$ cat config.mk
export PLATFORM = sky130hd
export DESIGN_NAME = cbus_rr_arbiter
export DESIGN_NICKNAME = d
export VERILOG_FILES = /design/src/rtl/cbus_rr_arbiter_pkg.sv /design/src/rtl/cbus_rr_arbiter_pick.sv /design/src/rtl/cbus_rr_arbiter.sv
export SDC_FILE = /design/constraint.sdc
export NUM_CORES = 1
export LEC_CHECK = 0
export BUFFER_PORTS_ARGS = -buffer_cell sky130_fd_sc_hd__buf_2
export CORE_AREA = 2 2 123 125
export DETAILED_ROUTE_END_ITERATION = 16
export DIE_AREA = 0 0 125 127
export GPL_TIMING_DRIVEN = 0
export PLACE_DENSITY_LB_ADDON = 0.08
export SLEW_MARGIN = 10
export SYNTH_ARGS = -nofsm -noshare
export SYNTH_HDL_FRONTEND = slang
export SYNTH_SLANG_ARGS = --single-unit
$ cat constraint.sdc
create_clock -name clk -period 1.4 [get_ports clk]
set_input_delay 0.35 -clock clk [delete_from_list [all_inputs] [get_ports clk]]
set_output_delay 0.35 -clock clk [all_outputs]
set_load 0.05 [all_outputs]
$ cat src/rtl/cbus_rr_arbiter_pkg.sv
// Shared cbus request/response types plus the arbiter's policy and state enums.
package cbus_rr_arbiter_pkg;

  typedef struct packed {
    logic        valid;
    logic        we;
    logic        uncached;
    logic [31:0] addr;
    logic [31:0] wdata;
    logic [3:0]  wstrb;
  } cbus_req_t;

  typedef struct packed {
    logic        ready;
    logic        last;
    logic [31:0] rdata;
  } cbus_resp_t;

  typedef enum logic { ARB_FIXED, ARB_RR } arb_policy_e;
  typedef enum logic { S_IDLE, S_BUSY } arb_state_e;

endpackage

$ cat src/rtl/cbus_rr_arbiter_pick.sv
// Combinational circular priority search: first set bit of req starting at start, wrapping mod N.
module rr_pick #(
  parameter int N  = 2,
  parameter int IW = $clog2(N > 1 ? N : 2)
) (
  input  logic [N-1:0]  req,
  input  logic [IW-1:0] start,
  output logic          found,
  output logic [IW-1:0] idx
);

  logic [IW-1:0] cand;

  // Walk from the farthest candidate back to start so the nearest one wins.
  always_comb begin
    found = 1'b0;
    idx   = '0;
    cand  = '0;
    for (int k = N - 1; k >= 0; k--) begin
      cand = IW'((int'(start) + k) % N);
      if (req[cand]) begin
        found = 1'b1;
        idx   = cand;
      end
    end
  end

endmodule

$ cat src/rtl/cbus_rr_arbiter.sv
// N:1 cbus arbiter: round-robin or fixed priority, optional starvation guard,
// ownership held from grant until oresp.last.
module cbus_rr_arbiter
  import cbus_rr_arbiter_pkg::*;
#(
  parameter int NUM_INPUTS   = 2,
  parameter int ROUND_ROBIN  = 1,
  parameter int STARVE_LIMIT = 0,
  localparam int IDX_W = $clog2(NUM_INPUTS > 1 ? NUM_INPUTS : 2)
) (
  input  logic                         clk,
  input  logic                         reset,
  input  cbus_req_t  [NUM_INPUTS-1:0]  ireqs,
  output cbus_resp_t [NUM_INPUTS-1:0]  iresps,
  output cbus_req_t                    oreq,
  input  cbus_resp_t                   oresp,
  output logic                         busy,
  output logic       [IDX_W-1:0]       grant_idx
);

  localparam arb_policy_e POLICY = (ROUND_ROBIN != 0) ? ARB_RR : ARB_FIXED;
  localparam int CNT_W = (STARVE_LIMIT > 0) ? $clog2(STARVE_LIMIT + 1) : 1;
  localparam logic [IDX_W-1:0] ZERO_IDX = '0;
  localparam logic [IDX_W-1:0] LAST_IDX = IDX_W'(NUM_INPUTS - 1);

  arb_state_e            state;
  logic [IDX_W-1:0]      ptr, start, pol_idx, sat_idx, winner;
  logic [NUM_INPUTS-1:0] req_vec, sat_vec;
  logic                  pol_found, sat_found, grant;

  always_comb begin
    req_vec = '0;
    for (int i = 0; i < NUM_INPUTS; i++) req_vec[i] = ireqs[i].valid;
  end

  assign start = (POLICY == ARB_RR) ? ptr : ZERO_IDX;

  rr_pick #(.N(NUM_INPUTS), .IW(IDX_W)) u_pol (
    .req(req_vec), .start(start), .found(pol_found), .idx(pol_idx)
  );

  // Starved inputs bypass the policy; lowest starved index wins.
  rr_pick #(.N(NUM_INPUTS), .IW(IDX_W)) u_sat (
    .req(sat_vec), .start(ZERO_IDX), .found(sat_found), .idx(sat_idx)
  );

  assign winner = sat_found ? sat_idx : pol_idx;
  assign grant  = (state == S_IDLE) && pol_found;

  always_ff @(posedge clk) begin
    if (!reset) begin
      state     <= S_IDLE;
      busy      <= 1'b0;
      grant_idx <= '0;
      ptr       <= '0;
    end else begin
      case (state)
        S_IDLE: if (pol_found) begin
          state     <= S_BUSY;
          busy      <= 1'b1;
          grant_idx <= winner;
          if (POLICY == ARB_RR && NUM_INPUTS > 1)
            ptr <= (winner == LAST_IDX) ? ZERO_IDX : winner + IDX_W'(1);
        end
        S_BUSY: if (oresp.last) begin
          state <= S_IDLE;
          busy  <= 1'b0;
        end
        default: begin
          state <= S_IDLE;
          busy  <= 1'b0;
        end
      endcase
    end
  end

  generate
    if (STARVE_LIMIT > 0 && NUM_INPUTS > 1) begin : g_starve
      for (genvar i = 0; i < NUM_INPUTS; i++) begin : g_cnt
        logic [CNT_W-1:0] cnt;
        always_ff @(posedge clk) begin
          if (!reset || !req_vec[i]) begin
            cnt <= '0;
          end else if (grant) begin
            if (winner == IDX_W'(i))                cnt <= '0;
            else if (cnt != CNT_W'(STARVE_LIMIT))   cnt <= cnt + CNT_W'(1);
          end
        end
        assign sat_vec[i] = req_vec[i] && (cnt == CNT_W'(STARVE_LIMIT));
      end
    end else begin : g_no_starve
      assign sat_vec = '0;
    end
  endgenerate

  // Owner's request and the memory response pass through live; reset forces both quiet.
  always_comb begin
    oreq   = '0;
    iresps = '0;
    if (busy && reset) begin
      oreq              = ireqs[grant_idx];
      iresps[grant_idx] = oresp;
    end
  end

endmodule

==> impl_metrics.py, run 1 <==
metrics = {
    "sta": {
        "fin_crit_sh_pct": 130.4,
        "setup_slack_ns": -0.4257,
        "finalCriticalPeriod_ns": 1.826,
        "worst_clock_skew_ns": 0.003399,
        "max_freq_mhz": 547.7,
        "setup_viol": 139,
        "drv_slew": 0,
        "tns_ns": -51.44,
        "slew_headroom_pct": 80.74,
        "rsz0062_at_grt": "yes",
        "finalHoldViolations": 0,
        "worstMarginPinSlew_ns": 0.2888,
    },
    "final_layout": {
        "final_area_sq_um": 7528,
        "area_delta_synth_final_pct": 324.0,
        "nets": 817,
        "final_util_pct": 52.19,
        "drive_gt1_share_pct": 92.63,
    },
    "critical_path": {
        "start_kind": "flip-flop",
        "rrSetupSlack_ns": 0.22,
        "worst_r2r_path_depth": 5,
        "crit_type": "flip-flop to primary output",
        "endpoint_kind": "primary output",
        "critPathMaxFanout": 5,
        "critPathRequiredTime_ns": 1.05,
        "r2r-end": "grant_idx$_SDFFE_PN0P_",
        "worst_ep_arrival_time_ns": 1.48,
        "r2r_start": "grant_idx$_SDFFE_PN0P_",
    },
    "yosys": {
        "syn_inst": 290,
        "synth.distinct_cells": 20,
        "syn-num-nets": 468,
        "ys_warn_count": 0,
        "syn-cell-area_sq_um": 1775,
        "ys_seq_elements": 4,
        "synth_area_per_cell_sq_um": 6.122,
        "synth_seq_area_share_pct": 4.510,
    },
    "grt": {
        "top_usage_layer": "met2",
        "grt_max_degree": 11,
        "grt_pass1_vias": 3591,
        "grt_pass1_wl_mm": 18.96,
        "grt_antenna_before_repair": 1,
        "grtUsageMet3_pct": 3.559,
        "globalRouteOverflowTotal": 0,
        "grt_use_met1_pct": 15.29,
        "use_met2_pct": 29.44,
        "gr-usage-all-layers_pct": 14.61,
    },
    "die": {
        "row_count": 44,
        "pin_count": 319,
        "die_h_microns": 127,
        "dieArea_sq_um": 15880,
        "die_w_microns": 125,
        "start_util_pct": 12.31,
        "core_sq_um": 14420,
    },
    "placed_design": {
        "place_hpwl_mm": 9.759,
        "numPortBuffers": 318,
        "pre_cts_slack_ns": -0.4616,
        "gp_congestion": 0.8856,
        "placed_area_sq_um": 4766,
    },
    "pwr": {
        "powerDensity_nw_per_um2": 466.1,
        "max-vdd-ir-drop_v": 0.0003157,
        "leakage_nw": 2.877,
    },
    "drt": {
        "first_pass_iters": 4,
        "via_per_inst": 4.215,
        "drt_wl_total_mm": 13.55,
        "ant_nets": 0,
        "drc": 0,
        "vias": 3469,
        "drtIter0Drc": 39,
        "wl_per_cell_microns": 16.46,
    },
    "clock_network": {
        "cts_root_buffer": "clkbuf_16",
        "cts_buffers": 3,
        "htree_levels": 1,
        "cts.clk_slew.worst_paths_ns": 0.03,
        "clk-insertion-delay-late_ns": 0.23,
        "cts_hold_buf": 0,
        "cts_tree": "yes",
        "max-clock-path-buffers": 2,
        "cts_sinks": 4,
    },
    "worst_hold_path": {
        "hp-start": "oresp[32]",
        "whs_path_depth": 4,
        "hp-class": "input port to flip-flop",
        "whs_endpoint": "busy$_SDFFE_PN0P_",
    },
    "run_status": {
        "violations": "setup timing",
        "status": "finished, violations left",
    },
    "flow_run": {
        "max_cap_viol_count": 0,
    },
}
-- worst max path at each step --
stage | slack [ns] | depth (start not counted) | endpoint | startpoint
after detailed placement | -0.46 | 5 | iresps[43] | reset
after CTS | -0.48 | 5 | oreq[31] | grant_idx$_SDFFE_PN0P_
after floorplan | -0.12 | 4 | oreq[0] | grant_idx$_SDFFE_PN0P_
after global routing | -0.47 | 5 | oreq[7] | grant_idx$_SDFFE_PN0P_
after global placement | -0.43 | 5 | iresps[43] | reset
final | -0.43 | 6 | iresps[19] | grant_idx$_SDFFE_PN0P_
-- power by group --
part | switching [mW] | internal, mW
combinational | 1.55 | 1.36
sequential | 0.0208 | 0.125
clock | 0.0828 | 0.376
-- placed cells by master (no fill, tap or decap), types with 3 or more instances in the layout --
cell and n:
mux2i_4 71, buf_8 69, buf_16 12, buf_4 14
clkbuf_16 19, buf_6 75, nand2_1 33, nand2_2 3
nor2_4 139, buf_2 178, buf_12 3
-- flip-flops by register name (all words and copies together) (netlist names) --
register / count
busy: 1
grant_idx: 1
ptr: 1
state: 1
-- kinds of logic (layout without fill, tap and decap cells) --
kind of cell | after synthesis | count (layout) | synth area share (%)
AND/OR/NAND/NOR | 184 | 184 | 40.10
buffers and inverters | 26 | 374 | 13.18
AO/OA/AOI/OAI | 5 | 5 | 2.185
multiplexers | 71 | 71 | 40.03
flip-flops | 4 | 4 | 4.510
other | 0 | 1 | 0
-- through the flow --
step / std cells / power, mW / hold slack (ns)
floorplan: 290 / 1.528 / 0.4950
global placement: 792 / 2.002 / 0.5230
detailed placement: 792 / 2.023 / 0.5249
CTS: 809 / 2.951 / 0.4397
global route: 823 / 3.648 / 0.4724
finish: 823 / 3.509 / 0.4544
-- cell type report --
class	count	area (sq um)
timing repair buffer	344	3217
fill	1255	6895
multi-input combinational	260	3430
clock buffer	4	78.83
antenna	1	2.502
sequential	4	87.58
tap	184	230.2
buffer	26	483.0
-- cell usage after synthesis --
cell       instances  area share [%]
nand2b_1           3             1.1
buf_8              7             5.9
nor2_1           139              29
o2bb2ai_1          1            0.49
clkbuf_1           3            0.63
a21oi_1            1            0.28
o311a_1            1            0.56
dfxtp_1            4             4.5
and2_1             1            0.35
buf_2             10             2.8
nand2_1           37             7.8
a21boi_0           1            0.42
buf_4              2            0.85
nand2_2            1            0.35
buf_6              1            0.63
nor2b_1            2            0.70
nor3b_1            1            0.42
o21bai_1           1            0.42
mux2i_1           71              40
clkbuf_8           3             2.3
-- routing by layer --
metal	vias up	wire, microns
li1	1651	-
met1	1620	4482
met2	183	7844
met3	15	1024
met4	0	198
met5	-	0
-- repair_timing --
action / 4_1_cts / 5_1_grt
pin swaps: 7 / 64
setup buffers: 7 / 3
cloned: 6 / 10
resized for setup: 290 / 285
endpoints found under the setup margin: 139 / 139
-- critical path, stage by stage, from the launching register on --
cell,delay [ns]
dfxtp_4,0.38
buf_4,0.14
nand2b_4,0.15
buf_12,0.15
clkbuf_16,0.17
nor2_4,0.09
buf_6,0.16
No activity file was read; power rests on OpenSTA's default activity.
==> inputs of run 2 (changes only) <==
Settings changed: CORE_AREA 2 2 123 125 to 2 2 124 126, DIE_AREA 0 0 125 127 to 0 0 126 128, PLACE_DENSITY_LB_ADDON 0.08 to default.
Clock period 1.4 ns to 1.57 ns, I/O delays scaled along.
==> impl_metrics.py, run 2 (synthesis gave the netlist of run 1 again) <==
metrics = {
    "pwr": {
        "pwr-share-comb_pct": 80.6,
        "p_seq_share_pct": 4.6,
        "p_int_mw": 1.426,
        "switching_share_pct": 49.73,
        "power_mw": 2.837,
        "leakage_nw": 2.724,
        "p_switching_mw": 1.411,
        "powerDensity_nw_per_um2": 425.6,
        "p_clk_share_pct": 14.8,
        "max-vdd-ir-drop_v": 0.0003857,
    },
    "clock_network": {
        "cts_tree": "yes",
        "cts_root_buffer": "clkbuf_16",
        "clk-insertion-delay-late_ns": 0.23,
        "cts_buffers": 3,
        "htree_levels": 1,
        "max-clock-path-buffers": 2,
        "cts_sinks": 4,
        "cts.clk_slew.worst_paths_ns": 0.03,
        "cts_hold_buf": 0,
    },
    "sta": {
        "worst_clock_skew_ns": 0.0001332,
        "slew_headroom_pct": 82.48,
        "finalCriticalPeriod_ns": 1.893,
        "drv_slew": 0,
        "holdWs_ns": 0.5040,
        "tns_ns": -35.63,
        "setup_viol": 139,
        "worstMarginPinSlew_ns": 0.2555,
        "rsz0062_at_grt": "yes",
        "finalHoldViolations": 0,
        "max_freq_mhz": 528.2,
        "setup_slack_ns": -0.3232,
        "fin_crit_sh_pct": 120.6,
    },
    "drt": {
        "via_per_inst": 4.144,
        "ant_nets": 0,
        "first_pass_iters": 4,
        "drc": 0,
        "drt_wl_total_mm": 12.99,
        "wl_per_cell_microns": 15.80,
        "drtIter0Drc": 77,
        "vias": 3406,
    },
    "grt": {
        "gr-usage-all-layers_pct": 13.28,
        "grt_antenna_before_repair": 0,
        "globalRouteOverflowTotal": 0,
        "grt_pass1_vias": 3397,
        "grt_pass1_wl_mm": 17.51,
        "grt_max_degree": 11,
    },
    "placed_design": {
        "numPortBuffers": 318,
        "dp_cells": 796,
        "placed_area_sq_um": 4563,
        "place_hpwl_mm": 8.866,
        "pre_cts_slack_ns": -0.5420,
        "gp_congestion": 0.7437,
    },
    "critical_path": {
        "r2r_start": "grant_idx$_SDFFE_PN0P_",
        "crit_type": "flip-flop to primary output",
        "startpoint": "grant_idx$_SDFFE_PN0P_",
        "critPathRequiredTime_ns": 1.18,
        "start_kind": "flip-flop",
        "critPathMaxFanout": 10,
        "endpoint_kind": "primary output",
        "worst_ep_arrival_time_ns": 1.50,
    },
    "final_layout": {
        "nets": 813,
        "area_delta_synth_final_pct": 275.4,
        "drive_gt1_share_pct": 93.22,
        "final_util_pct": 44.84,
        "final_common_cell": "buf_2",
        "antenna_cells": 0,
        "finalNonFillerCells": 822,
        "final_area_sq_um": 6665,
        "final_cell_mix": "223 x buf_2, 138 x nor2_4, 67 x buf_6, 43 x buf_8, 40 x mux2i_4",
    },
    "die": {
        "pin_count": 319,
        "die_w_microns": 126,
        "row_count": 45,
        "die_h_microns": 128,
        "dieArea_sq_um": 16130,
        "core_sq_um": 14860,
        "start_util_pct": 11.94,
    },
    "worst_hold_path": {
        "hp-class": "input port to flip-flop",
        "hp-start": "ireqs[141]",
    },
    "flow_run": {
        "max_cap_viol_count": 0,
    },
    "run_status": {
        "status": "finished, violations left",
        "violations": "setup timing",
    },
}
run 2: cell count changes in the layout (fill, tap and decap cells not counted), sizes merged:
cell    delta
nand2      +1
buf        +4
diode      -1
clkbuf     -9
run 2: area by class of cell:
class | count | area, sq um
plain buffers | 25 | 414.1
clock buffers | 4 | 78.83
fillers | 1352 | 8199
multi-input cells | 261 | 3174
flip-flops and latches | 4 | 87.58
well taps | 188 | 235.2
repair buffers | 340 | 2675
run 2: repair_timing:
item,in CTS,in global routing
pin swaps,1,23
setup buffers,3,11
gates resized for setup,267,173
setup endpoints to repair,139,139
cloned,2,7
run 2: layer usage:
layer	GRT usage (%)	up-vias	wire [microns]
li1	-	1634	-
met1	14.62	1566	4330
met2	26.44	191	7374
met3	3.172	15	1071
met4	1.357	0	214
met5	0	-	0
run 2: worst max-delay path: stages (launching register included):
cell and delay, ns:
dfxtp_4 0.38, buf_12 0.15, buf_12 0.19, mux2i_2 0.28
nor2_4 0.05, buf_2 0.21
run 2: power by group through the flow:
stage	Clock [mW]	Sequential, mW	Combinational [mW]
global placement	0	0.122	1.58
floorplan	0	0.135	1.14
finish	0.420	0.130	2.29
global route	0.429	0.132	2.39
CTS	0.424	0.128	1.93
detailed placement	0	0.123	1.58
run 2: path summary, 6_finish.rpt:
kind              slack (ns)  depth (start not counted)                     end
setup / recovery       -0.32                          5                oreq[55]
hold / removal          0.50                          2        state$_SDFF_PN0_
setup reg to reg        0.33                          6  grant_idx$_SDFFE_PN0P_
hold reg to reg         0.57                          2        ptr$_SDFFE_PN0P_
==> inputs of run 3 (changes only) <==
Settings changed: REMOVE_ABC_BUFFERS from default to 1.
==> impl_metrics.py, run 3 (synthesis gave the netlist of run 1 again) <==
metrics = {
    "final_layout": {
        "antenna_cells": 0,
        "drive_gt1_share_pct": 61.70,
        "multi_input_comb_area_sq_um": 1760,
        "seqCellArea_sq_um": 87.58,
        "final_common_cell": "buf_2",
        "nets": 790,
        "fill_cells": 1584,
        "area_delta_synth_final_pct": 173.0,
        "final_cell_mix": "177 x buf_2, 120 x nor2_1, 96 x buf_6, 64 x mux2i_1, 44 x buf_4",
        "final_util_pct": 32.61,
        "finalNonFillerCells": 799,
    },
    "placed_design": {
        "gp_congestion": 0.7806,
        "numPortBuffers": 318,
        "place_hpwl_mm": 7.100,
        "dp_cells": 771,
    },
    "sta": {
        "drv_slew": 0,
        "finalCriticalPeriod_ns": 1.805,
        "rsz0062_at_grt": "yes",
        "setup_slack_ns": -0.2350,
        "worstMarginPinSlew_ns": 0.2737,
        "setup_viol": 139,
        "fin_crit_sh_pct": 115.0,
        "max_freq_mhz": 554.0,
        "slew_headroom_pct": 81.76,
        "worst_clock_skew_ns": 0.001787,
        "finalHoldViolations": 0,
    },
    "critical_path": {
        "crit_type": "flip-flop to primary output",
        "worst_ep_arrival_time_ns": 1.41,
        "crit_family": "buffers and inverters",
        "critPathMaxFanout": 8,
        "worst_path_max_delay_cell": "dfxtp_4",
        "rrSetupSlack_ns": 0.57,
        "start_kind": "flip-flop",
        "endpoint_kind": "primary output",
        "critPathRequiredTime_ns": 1.18,
        "crit_buf_inv": 3,
        "path_cells": "buf_12 > buf_16 > mux2i_4 > nor2_2 > buf_6",
        "cpPeakStageDelay_ns": 0.36,
    },
    "clock_network": {
        "cts.clk_slew.worst_paths_ns": 0.03,
        "clk-insertion-delay-late_ns": 0.23,
        "cts_root_buffer": "clkbuf_16",
        "max-clock-path-buffers": 2,
        "cts_hold_buf": 0,
        "htree_levels": 1,
        "cts_tree": "yes",
        "cts_buffers": 3,
        "cts_sinks": 4,
    },
    "die": {
        "row_count": 45,
        "core_sq_um": 14860,
        "pin_count": 319,
        "dieArea_sq_um": 16130,
        "die_h_microns": 128,
        "die_w_microns": 126,
        "start_util_pct": 11.94,
    },
    "pwr": {
        "p_int_mw": 1.141,
        "leakage_nw": 2.324,
        "p_switching_mw": 1.091,
        "pwr-share-comb_pct": 76.0,
        "p_clk_share_pct": 18.4,
        "max-vdd-ir-drop_v": 0.0005523,
        "powerDensity_nw_per_um2": 460.6,
        "p_seq_share_pct": 5.6,
        "switching_share_pct": 48.88,
    },
    "grt": {
        "grt_antenna_before_repair": 0,
        "grt_pass1_vias": 2962,
        "grt_pass1_wl_mm": 16.94,
        "gr-usage-all-layers_pct": 13.25,
        "globalRouteOverflowTotal": 0,
        "grt_max_degree": 42,
    },
    "run_status": {
        "violations": "setup timing",
        "status": "finished, violations left",
    },
    "drt": {
        "wl_per_cell_microns": 15.72,
        "vias": 3241,
        "drt_wl_total_mm": 12.56,
        "drtIter0Drc": 108,
        "first_pass_iters": 4,
        "drc": 0,
        "via_per_inst": 4.056,
        "ant_nets": 0,
    },
    "worst_hold_path": {
        "hp-class": "input port to flip-flop",
    },
    "flow_run": {
        "max_cap_viol_count": 0,
    },
}
[run 3: worst reg2reg max path, delay by kind of cell (launching register included)]
kind                   cells  cell delay (ns)
AND/OR/NAND/NOR            1             0.14
buffers and inverters      2             0.29
flip-flops                 1             0.35
AO/OA/AOI/OAI              1             0.11
[run 3: power by group through the flow]
| stage | Sequential (mW) | Clock (mW) | Combinational, mW |
|---|---|---|---|
| after floorplan | 0.181 | 0 | 0.767 |
| after global placement | 0.183 | 0 | 1.19 |
| after detailed placement | 0.146 | 0 | 1.20 |
| after CTS | 0.125 | 0.424 | 1.63 |
| after global routing | 0.127 | 0.431 | 1.78 |
| final | 0.125 | 0.412 | 1.70 |
[run 3: worst paths after layout]
check	from	end	cells past startpoint
worst min register to register	ptr$_SDFFE_PN0P_	ptr$_SDFFE_PN0P_	2
worst min-delay path	ireqs[141]	state$_SDFF_PN0_	2
worst max register to register	grant_idx$_SDFFE_PN0P_	grant_idx$_SDFFE_PN0P_	4
worst max-delay path	grant_idx$_SDFFE_PN0P_	oreq[60]	5
[run 3: area by class of cell]
cell class | instances | area share [%]
clock buffers | 4 | 1.626
multi-input cells | 267 | 36.32
repair buffers | 336 | 55.40
well taps | 188 | 4.853
flip-flops and latches | 4 | 1.807
[run 3: timing repair]
action	in CTS	in global routing
pin swaps	6	15
gates resized for setup	278	37
gates cloned	10	3
buffers inserted	13	0
setup endpoints to repair	140	139
[run 3: stage by stage]
step                      hold WS, ns  cell area (sq um)  total power, mW  TNS (ns)  setup WS [ns]
after floorplan                0.5029               1541           0.9481   -422.23         -3.722
after global placement         0.5252               3368            1.374   -479.81         -4.323
after detailed placement       0.5401               3407            1.347   -109.50         -1.012
after CTS                      0.4615               4681            2.176    -23.94        -0.2585
after global routing           0.4881               4847            2.335    -29.31        -0.2714
final                          0.4652               4847            2.232    -22.17        -0.2350
[run 3: layer usage]
layer / track usage (%) / part of all wire, % / up-vias
met5: 0 / 0 / -
met4: 2.069 / 0.64 / 0
met3: 1.586 / 5.1 / 9
met2: 25.05 / 55 / 127
met1: 16.34 / 39 / 1514
li1: - / - / 1591
